<file path="src/rtl/eth_frame_sender.sv">
`default_nettype none
// ============================================================================
// Module   : eth_frame_sender
// Purpose  : Serialises a Tx-buffer frame as preamble, SFD, data, pad, FCS.
// Revision : 1.0  initial release
// ============================================================================
module eth_frame_sender #(
   parameter int ADDR_W       = 11,
   parameter int PREAMBLE_LEN = 7,
   parameter int MIN_FRAME    = 60,
   parameter int MAX_FRAME    = 1514,
   parameter int IFG_CYCLES   = 12
) (
   input  logic              Clock,
   input  logic              Reset,
   input  logic              Tx_Start,
   input  logic [10:0]       Tx_NUM_Data,
   output logic [ADDR_W-1:0] Tx_Buf_Addr,
   input  logic [15:0]       Tx_Buf_Data,
   output logic [7:0]        Byte_Data,
   output logic              Byte_Valid,
   input  logic              Byte_Ready,
   output logic              Byte_Last,
   output logic              Busy,
   output logic              Done,
   output logic              Start_Err
);

   localparam logic [10:0] c_min_len   = 11'd14;
   localparam logic [10:0] c_max_len   = 11'(MAX_FRAME);
   localparam logic [10:0] c_min_frame = 11'(MIN_FRAME);
   localparam logic [10:0] c_pre_last  = 11'(PREAMBLE_LEN - 1);
   localparam logic [10:0] c_pad_last  = 11'(MIN_FRAME - 1);
   localparam logic [10:0] c_ifg_last  = 11'(IFG_CYCLES - 1);
   localparam logic [31:0] c_crc_poly  = 32'hEDB88320;

   typedef enum logic [2:0] {
      S_IDLE, S_PRE, S_SFD, S_DATA, S_PAD, S_FCS, S_IFG
   } state_t;

   state_t      r_state;
   logic [10:0] r_len;
   logic [10:0] r_cnt;
   logic [7:0]  r_lo;
   logic [31:0] r_crc;
   logic        w_acc;
   logic [31:0] w_crc_next;

   function automatic logic [31:0] crc_byte(input logic [31:0] crc, input logic [7:0] data);
      logic [31:0] c;
      c = crc ^ {24'd0, data};
      for (int i = 0; i < 8; i++)
         c = c[0] ? ((c >> 1) ^ c_crc_poly) : (c >> 1);
      return c;
   endfunction

   assign w_acc      = Byte_Valid & Byte_Ready;
   assign w_crc_next = crc_byte(r_crc, Byte_Data);

   // Byte_Data always holds the byte on offer; it is replaced only on acceptance.
   // Tx_Buf_Addr runs one word ahead so the next high byte is ready on time.
   always_ff @(posedge Clock) begin
      if (Reset) begin
         r_state     <= S_IDLE;
         r_len       <= '0;
         r_cnt       <= '0;
         r_lo        <= '0;
         r_crc       <= 32'hFFFF_FFFF;
         Tx_Buf_Addr <= '0;
         Byte_Data   <= 8'h00;
         Byte_Valid  <= 1'b0;
         Byte_Last   <= 1'b0;
         Busy        <= 1'b0;
         Done        <= 1'b0;
         Start_Err   <= 1'b0;
      end else begin
         Done      <= 1'b0;
         Start_Err <= 1'b0;
         case (r_state)
            S_IDLE: begin
               if (Tx_Start) begin
                  if (Tx_NUM_Data >= c_min_len && Tx_NUM_Data <= c_max_len) begin
                     r_state     <= S_PRE;
                     r_len       <= Tx_NUM_Data;
                     r_cnt       <= '0;
                     r_crc       <= 32'hFFFF_FFFF;
                     Tx_Buf_Addr <= '0;
                     Byte_Data   <= 8'h55;
                     Byte_Valid  <= 1'b1;
                     Busy        <= 1'b1;
                  end else begin
                     Start_Err <= 1'b1;
                  end
               end
            end
            S_PRE: begin
               if (w_acc) begin
                  if (r_cnt == c_pre_last) begin
                     r_state   <= S_SFD;
                     Byte_Data <= 8'hD5;
                  end else begin
                     r_cnt <= r_cnt + 11'd1;
                  end
               end
            end
            S_SFD: begin
               if (w_acc) begin
                  r_state     <= S_DATA;
                  r_cnt       <= '0;
                  Byte_Data   <= Tx_Buf_Data[15:8];
                  r_lo        <= Tx_Buf_Data[7:0];
                  Tx_Buf_Addr <= ADDR_W'(1);
               end
            end
            S_DATA: begin
               if (w_acc) begin
                  r_crc <= w_crc_next;
                  if (r_cnt == r_len - 11'd1) begin
                     if (r_len < c_min_frame) begin
                        r_state   <= S_PAD;
                        r_cnt     <= r_len;
                        Byte_Data <= 8'h00;
                     end else begin
                        r_state   <= S_FCS;
                        r_cnt     <= '0;
                        Byte_Data <= ~w_crc_next[7:0];
                     end
                  end else begin
                     r_cnt <= r_cnt + 11'd1;
                     if (!r_cnt[0]) begin
                        Byte_Data <= r_lo;
                     end else begin
                        Byte_Data   <= Tx_Buf_Data[15:8];
                        r_lo        <= Tx_Buf_Data[7:0];
                        Tx_Buf_Addr <= Tx_Buf_Addr + ADDR_W'(1);
                     end
                  end
               end
            end
            S_PAD: begin
               if (w_acc) begin
                  r_crc <= w_crc_next;
                  if (r_cnt == c_pad_last) begin
                     r_state   <= S_FCS;
                     r_cnt     <= '0;
                     Byte_Data <= ~w_crc_next[7:0];
                  end else begin
                     r_cnt <= r_cnt + 11'd1;
                  end
               end
            end
            S_FCS: begin
               // r_crc holds the final remainder and shifts one byte per accepted FCS byte.
               if (w_acc) begin
                  r_crc <= {8'h00, r_crc[31:8]};
                  if (r_cnt == 11'd3) begin
                     r_state    <= S_IFG;
                     r_cnt      <= '0;
                     Byte_Valid <= 1'b0;
                     Byte_Last  <= 1'b0;
                     Byte_Data  <= 8'h00;
                     Done       <= 1'b1;
                  end else begin
                     r_cnt     <= r_cnt + 11'd1;
                     Byte_Data <= ~r_crc[15:8];
                     Byte_Last <= (r_cnt == 11'd2);
                  end
               end
            end
            S_IFG: begin
               if (r_cnt == c_ifg_last) begin
                  r_state <= S_IDLE;
                  Busy    <= 1'b0;
               end else begin
                  r_cnt <= r_cnt + 11'd1;
               end
            end
            default: r_state <= S_IDLE;
         endcase
         if (Tx_Start && r_state != S_IDLE)
            Start_Err <= 1'b1;
      end
   end

endmodule
`default_nettype wire

</file>
<file path="config.mk">
export PLATFORM = sky130hd
export DESIGN_NAME = eth_frame_sender
export DESIGN_NICKNAME = d
export VERILOG_FILES = /design/src/rtl/eth_frame_sender.sv
export SDC_FILE = /design/constraint.sdc
export NUM_CORES = 1
export LEC_CHECK = 0
export BUFFER_PORTS_ARGS = -buffer_cell sky130_fd_sc_hd__buf_2
export CAP_MARGIN = 20
export CORE_UTILIZATION = 65
export DETAILED_ROUTE_END_ITERATION = 8
export PLACE_DENSITY_LB_ADDON = 0.05
export SYNTH_ARGS = -nofsm -noshare
export SYNTH_HDL_FRONTEND = slang
export SYNTH_SLANG_ARGS = --single-unit
</file>
<file path="constraint.sdc">
create_clock -name Clock -period 5.7 [get_ports Clock]
set_input_delay 0.57 -clock Clock [delete_from_list [all_inputs] [get_ports Clock]]
set_output_delay 0.57 -clock Clock [all_outputs]
set_load 0.005 [all_outputs]
</file>
==> implementation parameters, run 1 <==
Parameter                              Value

Timing
  Setup skew after layout ... around 7.3 ps
  Actual slew at the worst max-slew pin ... 1030 ps
  Setup repair after global routing missed its margin ... no
  Final hold violation count ... 0
  Tightest slew margin relative to the limit ... between 30% and 40%
  Setup total negative slack ... 0 ps
  Period utilisation layout ... 59.8%
  Final critical-path required period ... approximately 3400 ps
  Final Max Tran Viols ... 0
  # setup viols final ... 0
  Maximum clock frequency ... roughly 290 MHz

Setup path
  CP Capture Type ... flip-flop
  Most common cell type on the critical path ... a32oi_1
  Count of buffer and inverter cells on the critical path ... 2
  Critical-path top delay cell ... nor3_4
  Classification of the worst setup path ... reg2reg
  Worst R2R Setup Slack ... approximately 2300 ps
  Cell class contributing the biggest share of worst-path delay ... simple AND/OR/NAND/NOR gates
  Maximum fanout along the worst path ... 15
  Kind of start point of the critical path ... flip-flop
  Data required time at the worst endpoint ... approximately 6000 ps
  Logic depth of the worst path, buffers included ... 11
  Startpoint of the worst-slack reg-to-reg timing path ... r_len[0]
  Worst r2r dst ... r_cnt[7]
  Crit-path cells ... inv_1 -> ha_1 -> or4b_4 -> or3_1 -> a32oi_1 -> a21oi_2 -> nor3_4 -> o31ai_1 -> buf_2 -> a32oi_1 -> o21ai_0
  Delay contributed by the slowest stage of the critical path ... between 600 and 700 ps
  Cell depth of the worst flop-to-flop path ... 11
  Signal arrival time at the worst endpoint ... ~3700 ps

Synthesis
  Number of nets produced by synthesis ... 750
  Most frequently used flop master after synthesis ... dfxtp_1
  Proportion of synthesized flip-flops having asynchronous set or reset ... 0%
  Adder-Cell Fraction of Synth Area ... less than 1%
  Sequential-to-total area share from yosys stat ... 31.0%
  EDFF count, synth ... 0
  Syn avg cell area ... 8.05 um^2
  Post-Synthesis Cell Area ... approximately 0.0058 mm^2
  Combinational family with the most area after synthesis ... compound AO/OA/AOI/OAI gates
  Post-synthesis compound-gate area fraction ... approximately 25%
  Post-synthesis share of cell area spent on xor and xnor gates ... a little over a tenth
  Synthesized flop and latch total ... 89
  Simple-gate share of the synthesized area ... a little over a fifth
  Portion of netlist area occupied by mux cells ... 5.50%
  Synth unique cells ... 77
  Ys Warns ... 0
  Number of standard cells after synthesis ... approximately 700

Placement
  Number of placed instances with taps included ... 830
  Port buffer count ... 54
  Area after detailed placement ... 0.00592 mm^2
  RePlAce Congestion ... roughly 0.93
  Half-perimeter wire length after placement ... 10.5 mm

Pwr
  Pwr dens ... slightly above 500 mW/mm^2
  Leakage component of the power ... between 2 and 2.5 nW
  Worst IR Drop VDD ... between 0.3 and 0.4 mV

CTS
  Buffers inserted during post-CTS setup optimization ... 0
  Number of gates given a new drive strength after cts ... 0
  Clock edge transition at the registers on the reported setup and hold paths ... about 100 ps
  Max H-tree Level ... 3
  Skew-Pair Late Insertion Delay ... 370 ps
  Number of hold buffers added after CTS ... 0
  Longest Clk Path Bufs ... 2
  CTS sink count ... 89
  Clock tree from TritonCTS ... yes
  Number of buffers added by the clock tree synthesis step ... 9
  Clk Tree Root Cell ... clkbuf_8

Worst hold path
  HP Start ... Tx_Buf_Data[0]
  Hold endpoint ... r_lo[0]
  Number of instances on the worst hold path ... 3
  Worst hold path type ... in2reg

Final layout
  Antenna diode instance count ... 0
  Non-Filler Instances ... approximately 850
  Post-Route Utilization ... roughly 73%
  Fraction of final layout cells sized beyond drive strength 1 ... around 15%
  Post-route cell area ... 0.00615 mm^2
  Area growth from synthesis to layout ... 6.87%
  Layout net count ... 772

Floorplan
  Core Box Area ... about 0.0084 mm^2
  Initial core utilization ... 68.6%
  Die W ... 96.1 um
  Die Area ... about 0.0092 mm^2
  I/O pin cnt ... 55
  Row count ... 33
  Die H ... just under 100 um

GRT
  GRT overflow ... 0
  Total Routing Usage GR ... between 30% and 40%
  First-pass GRT wire length ... between 20 and 25 mm
  Number of global-route vias before repair ... 4970
  Maximum number of pins on one net before global-route repair ... 62
  Number of antenna violations at the first check in global routing ... 0

Drt
  DRT antenna net count ... 0
  Routed vias ... roughly 5400
  Routed WL per cell ... ~17 um
  Vias per inst ... around 6.4
  Number of remaining DRC errors ... 0
  Number of design-rule violations left by the first detailed-router iteration ... 333
  Number of iterations in the first detailed-routing pass ... 5
  Detailed-route wire length ... about 15 mm

Job
  Maximum Capacitance Violations ... 0

Status
  Run status ... finished, final reports clean
==> state kept, by name, summed over array words and instances, names as in the netlist <==
register,flops
Done,1
Busy,1
Byte_Valid,1
r_len,11
Tx_Buf_Addr,11
r_crc,32
r_state,3
Start_Err,1
r_lo,8
r_cnt,11
Byte_Last,1
Byte_Data,8
==> layer usage <==
metal / part of all wire [%] / up-vias / track usage, %
li1: - / 2654 / -
met3: 5.3 / 42 / 6.40
met1: 43 / 2561 / 39.6
met4: 3.3 / 0 / 15.9
met2: 48 / 186 / 54.9
met5: 0 / - / 0
==> layout make-up <==
type / count / area, um^2
repair buffers: 58 / 305
well taps: 105 / 131
fillers: 682 / 2230
inverters: 11 / 41.3
flip-flops and latches: 89 / 1780
clock buffers: 9 / 124
multi-input cells: 568 / 3680
clock inverters: 7 / 85.1
==> synth_stat cells, drive strengths merged (5+ instances only) <==
master / n / share of area [%]
nand3b: 5 / 0.65
mux2: 5 / 0.98
nand4: 7 / 0.87
a211o: 7 / 1.1
o22ai: 16 / 1.7
a21o: 5 / 0.72
a21oi: 59 / 5.4
o21ai: 38 / 3.6
buf: 9 / 1.3
clkbuf: 38 / 3.3
o31ai: 5 / 0.74
o211ai: 29 / 3.8
a211oi: 7 / 0.91
xnor2: 43 / 6.8
or4: 6 / 0.78
and3: 6 / 0.65
nand3: 20 / 1.7
nand2b: 6 / 0.65
nor3: 13 / 1.5
a22o: 5 / 0.76
xor2: 23 / 3.6
a221oi: 5 / 0.76
nor4: 6 / 0.65
nor2: 62 / 4.0
or3: 10 / 1.1
inv: 11 / 0.72
dfxtp: 89 / 31
mux2i: 26 / 4.5
nand2: 91 / 5.9
==> through the flow <==
stage	total power (W)	hold WS, ps	setup slack (ps)
after global routing	0.00329	450	2050
after global placement	0.00255	444	2250
after floorplan	0.00226	453	2930
after detailed placement	0.00259	450	2340
after CTS	0.00306	433	2320
final	0.00310	435	2290
==> kinds of logic (layout without fill, tap and decap cells) <==
kind of cell | after synthesis | in the layout
adder cells (fa/ha/maj) | 4 | 4
flip-flops | 89 | 89
AND/OR/NAND/NOR | 255 | 255
buffers and inverters | 58 | 85
multiplexers | 31 | 31
AO/OA/AOI/OAI | 212 | 212
XOR/XNOR | 66 | 66
==> worst min-delay path, delay by kind of cell <==
family	cells	cell delay, ps
buf+inv	1	80
simple gates	1	70
mux	1	50
==> worst max-delay path by stage <==
stage              from      endpoint
5_1_grt        r_len[0]      r_cnt[7]
4_1_cts        r_len[0]      r_cnt[7]
3_5_place_dp   r_len[0]      r_cnt[8]
3_3_place_gp   r_len[0]      r_cnt[8]
6_report       r_len[0]      r_cnt[7]
2_1_floorplan  r_len[0]  Byte_Data[0]
==> cells in the final DEF (no fill, tap or decap), types with 6 or more instances in the layout <==
master and instances:
dfxtp_1 89, o211ai_1 29, or4_1 6, and3_1 6, or3_1 10, o21ai_0 31, mux2i_1 26, buf_2 55
nand2_1 91, nand4_1 6, inv_1 11, xor2_1 22, o22ai_1 16, o21ai_2 6, a21oi_1 54, nand2b_1 6
nor4_1 6, nor3_1 10, nor2_1 62, a211o_1 7, a211oi_1 7, clkbuf_8 9, nand3_1 20, xnor2_1 41
==> power breakdown <==
group / internal, W / switching [W] / leakage [nW]
registers: 0.000731 / 0.000160 / 0.727
clock network: 0.000212 / 0.000255 / 0.100
logic: 0.000692 / 0.00105 / 1.57
No activity file was read; power rests on OpenSTA's default activity.
==> run 2, diff against run 1 <==
- ABC_AREA: not set -> 1
- CORE_UTILIZATION: 65 -> 55
- clock period: 5.7 -> 3 ns (I/O delays scaled with it)
==> run 2 against run 1 <==
  * Maximum frequency is 30% higher
  * Routed wire length rose by 28%
  * Critical path type unchanged
  * Synthesized cell count up 44%
  * Worst setup slack worse by 1900 ps
  * Non-clock buffer count grew 9
  * Utilization fell by 11 points
  * Sequential cell count unchanged
  * Clock skew is essentially flat
==> implementation parameters, run 2 <==
Parameter                              Value

CTS
  Clock edge transition at the registers on the reported setup and hold paths ... 60 ps
  Buffers inserted during post-CTS setup optimization ... 0
  Number of hold buffers added after CTS ... 0
  Number of gates given a new drive strength after cts ... 0
  Longest Clk Path Bufs ... 2
  Clock tree from TritonCTS ... yes
  Skew-Pair Late Insertion Delay ... around 360 ps
  CTS sink count ... slightly below 90
  Max H-tree Level ... 3
  Number of buffers added by the clock tree synthesis step ... 9
  Clk Tree Root Cell ... clkbuf_16

Worst hold path
  HP Start ... Tx_Start
  Worst hold path type ... in2reg
  Hold endpoint ... Start_Err
  Number of instances on the worst hold path ... 3

Drt
  Met3 routed wirelength ... about 1.4 mm
  DRT antenna net count ... 0
  Routed vias ... just under 7000
  Detailed-route wire length ... 18.7 mm
  Vias per inst ... 5.55
  Met1 WL ... between 9 and 10 mm
  Routed WL per cell ... roughly 15 um
  Number of iterations in the first detailed-routing pass ... 5
  Number of remaining DRC errors ... 0
  Number of design-rule violations left by the first detailed-router iteration ... 592
  Sum of met2 wire segment lengths after detailed routing ... roughly 8 mm
  Top routing layer in use ... met4

Final layout
  Non-Filler Instances ... between 1000 and 1500
  Fraction of final layout cells sized beyond drive strength 1 ... between 10% and 20%
  Post-route cell area ... a little over 0.007 mm^2
  Layout net count ... about 1100
  Count of filler cells inserted in the layout ... approximately 1100
  Most frequent standard cell in the layout excluding fill and tap cells ... nand2_1
  Most frequent cells in the layout ... nand2_1, inv_1, nor2_1, dfxtp_1, nand3_1
  Area growth from synthesis to layout ... 10.7%
  Antenna diode instance count ... 0
  Flip-flop count of the largest register after layout ... 32
  Register ranked first by flip-flop count ... r_crc
  Post-Route Utilization ... a little over three fifths

Synthesis
  Post-Synthesis Cell Area ... 0.00649 mm^2
  Leading area contributor after synthesis ... dfxtp_1
  Sequential-to-total area share from yosys stat ... around 27%
  Most instantiated library cell after synthesis ... nand2_1
  EDFF count, synth ... 0
  Number of nets produced by synthesis ... 1062
  Most frequently used flop master after synthesis ... dfxtp_1
  Synth unique cells ... 46
  Syn avg cell area ... 6.32 um^2
  Number of standard cells after synthesis ... 1027
  Top cell type's share of synthesized area ... a little over a quarter
  Commonest cells in the synthesized netlist ... nand2_1, inv_1, nor2_1, dfxtp_1, nand3_1
  Synthesized flop and latch total ... 89
  Proportion of synthesized flip-flops having asynchronous set or reset ... 0%
  Ys Warns ... 0
  Cell types with the largest area share after synthesis ... dfxtp_1, nand2_1, xor2_1

Timing
  Final critical-path required period ... 2620 ps
  Final Max Tran Viols ... 0
  # setup viols final ... 0
  Actual slew at the worst max-slew pin ... 789 ps
  Setup skew after layout ... between 7 and 8 ps
  Tightest slew margin relative to the limit ... 47.4%
  Period utilisation layout ... about 87%
  Setup total negative slack ... 0 ps
  Final hold violation count ... 0
  Setup repair after global routing missed its margin ... no
  Maximum clock frequency ... 382 MHz

Floorplan
  Die H ... around 110 um
  Initial core utilization ... 56.6%
  Die W ... 111 um
  Core Box Area ... about 0.011 mm^2
  I/O pin cnt ... 55
  Die Area ... between 0.01 and 0.015 mm^2
  Row count ... 39

Setup path
  Worst r2r dst ... r_state[1]
  Worst R2R Setup Slack ... around 380 ps
  Signal arrival time at the worst endpoint ... ~2800 ps
  Data required time at the worst endpoint ... between 3000 and 4000 ps
  Kind of start point of the critical path ... flip-flop
  Critical Path Source ... r_cnt[0]
  CP Capture Type ... flip-flop
  Maximum fanout along the worst path ... 12
  Cell depth of the worst flop-to-flop path ... 8
  Startpoint of the worst-slack reg-to-reg timing path ... r_cnt[0]
  Classification of the worst setup path ... reg2reg

Pwr
  Portion of total power attributed to combinational logic ... between 50% and 60%
  Sequential Power Share ... about 24%
  Share of power burned in the clock network ... between 10% and 20%
  Pwr dens ... slightly below 1000 mW/mm^2
  Reported net switching power ... about 0.0035 W
  Worst IR Drop VDD ... about 0.73 mV
  Leakage component of the power ... between 3 and 4 nW
  Switching power as a share of total power ... 49.8%
  Internal power ... around 0.0035 W

Job
  Maximum Capacitance Violations ... 0

GRT
  GRT overflow ... 0
  Number of global-route vias before repair ... a little under 6000
  First-pass GRT wire length ... just over 30 mm
  Maximum number of pins on one net before global-route repair ... 61
  Total Routing Usage GR ... a little under a third
  Number of antenna violations at the first check in global routing ... 0

Placement
  Number of placed instances with taps included ... 1198
  Area after detailed placement ... between 0.006 and 0.007 mm^2
  RePlAce Congestion ... ~0.94
  Half-perimeter wire length after placement ... between 10 and 15 mm
  Port buffer count ... 54

Status
  Run status ... finished, final reports clean
==> run 2: cell types whose count changed in the layout (fill, tap and decap cells not counted), moves of 12 or more <==
cell	previous run	this run
o211ai_1	29	15
inv_1	11	105
nand2_1	91	282
o21ai_0	31	55
nand3_1	20	75
nand2_2	0	19
a21oi_1	54	73
nor2_1	62	94
xor2_1	22	55
nand4_1	6	20
o22ai_1	16	4
xnor2_1	41	16
mux2i_1	26	0
==> run 2: worst max-delay path, stage by stage, from the launching register on <==
cell and delay, ps:
dfxtp_1 560, ha_1 330, nand3_1 170, o31ai_1 550, nand3_1 130, nor3_1 400
nand2_1 170, nand2_1 90, a21oi_1 70
==> run 2: kinds of logic after synthesis <==
group / synth area share, %
and+or+nand+nor: 35.5
AOI/OAI and AO/OA: 15.9
buffers and inverters: 9.50
DFF: 27.4
xor gates and xnor gates: 10.8
adders and majority gates: 0.771
==> run 2: worst max path at each step <==
stage	end	slack (ps)	cells after the start
2_1_floorplan	Tx_Buf_Addr[10]	990	16
3_3_place_gp	r_state[1]	480	8
3_5_place_dp	r_state[1]	460	8
4_1_cts	r_state[1]	430	8
5_1_grt	r_state[0]	170	8
6_report	r_state[1]	380	8
==> run 2: layout make-up <==
cell class | count | area, um^2 | area share, %
sequential | 89 | 1780 | 24.8
multi-input combinational | 784 | 4100 | 57.0
timing repair buffer | 67 | 400 | 5.57
clock inverter | 6 | 66.3 | 0.923
clock buffer | 10 | 229 | 3.19
inverter | 116 | 435 | 6.06
tap | 143 | 179 | 2.49
==> run 2: per-layer routing <==
metal  GRT usage (%)  vias to the layer above
met5               0                        -
met4            8.53                        0
met3            3.44                       20
met2            45.9                      257
met1            47.3                     3074
li1                -                     3397
==> run 2: through the flow <==
step                total power (W)  hold WS, ps  worst slack [ps]
finish                      0.00693          211               381
global route                0.00750          216               166
CTS                         0.00688          207               432
detailed placement          0.00570          455               457
global placement            0.00566          455               479
floorplan                   0.00482          428               989
==> run 2: power by group through the flow <==
stage / logic [W] / registers [W] / clock network [W]
2_1_floorplan: 0.00319 / 0.00163 / 0
3_3_place_gp: 0.00396 / 0.00170 / 0
3_5_place_dp: 0.00400 / 0.00170 / 0
4_1_cts: 0.00403 / 0.00168 / 0.00117
5_1_grt: 0.00457 / 0.00172 / 0.00121
6_report: 0.00408 / 0.00169 / 0.00116
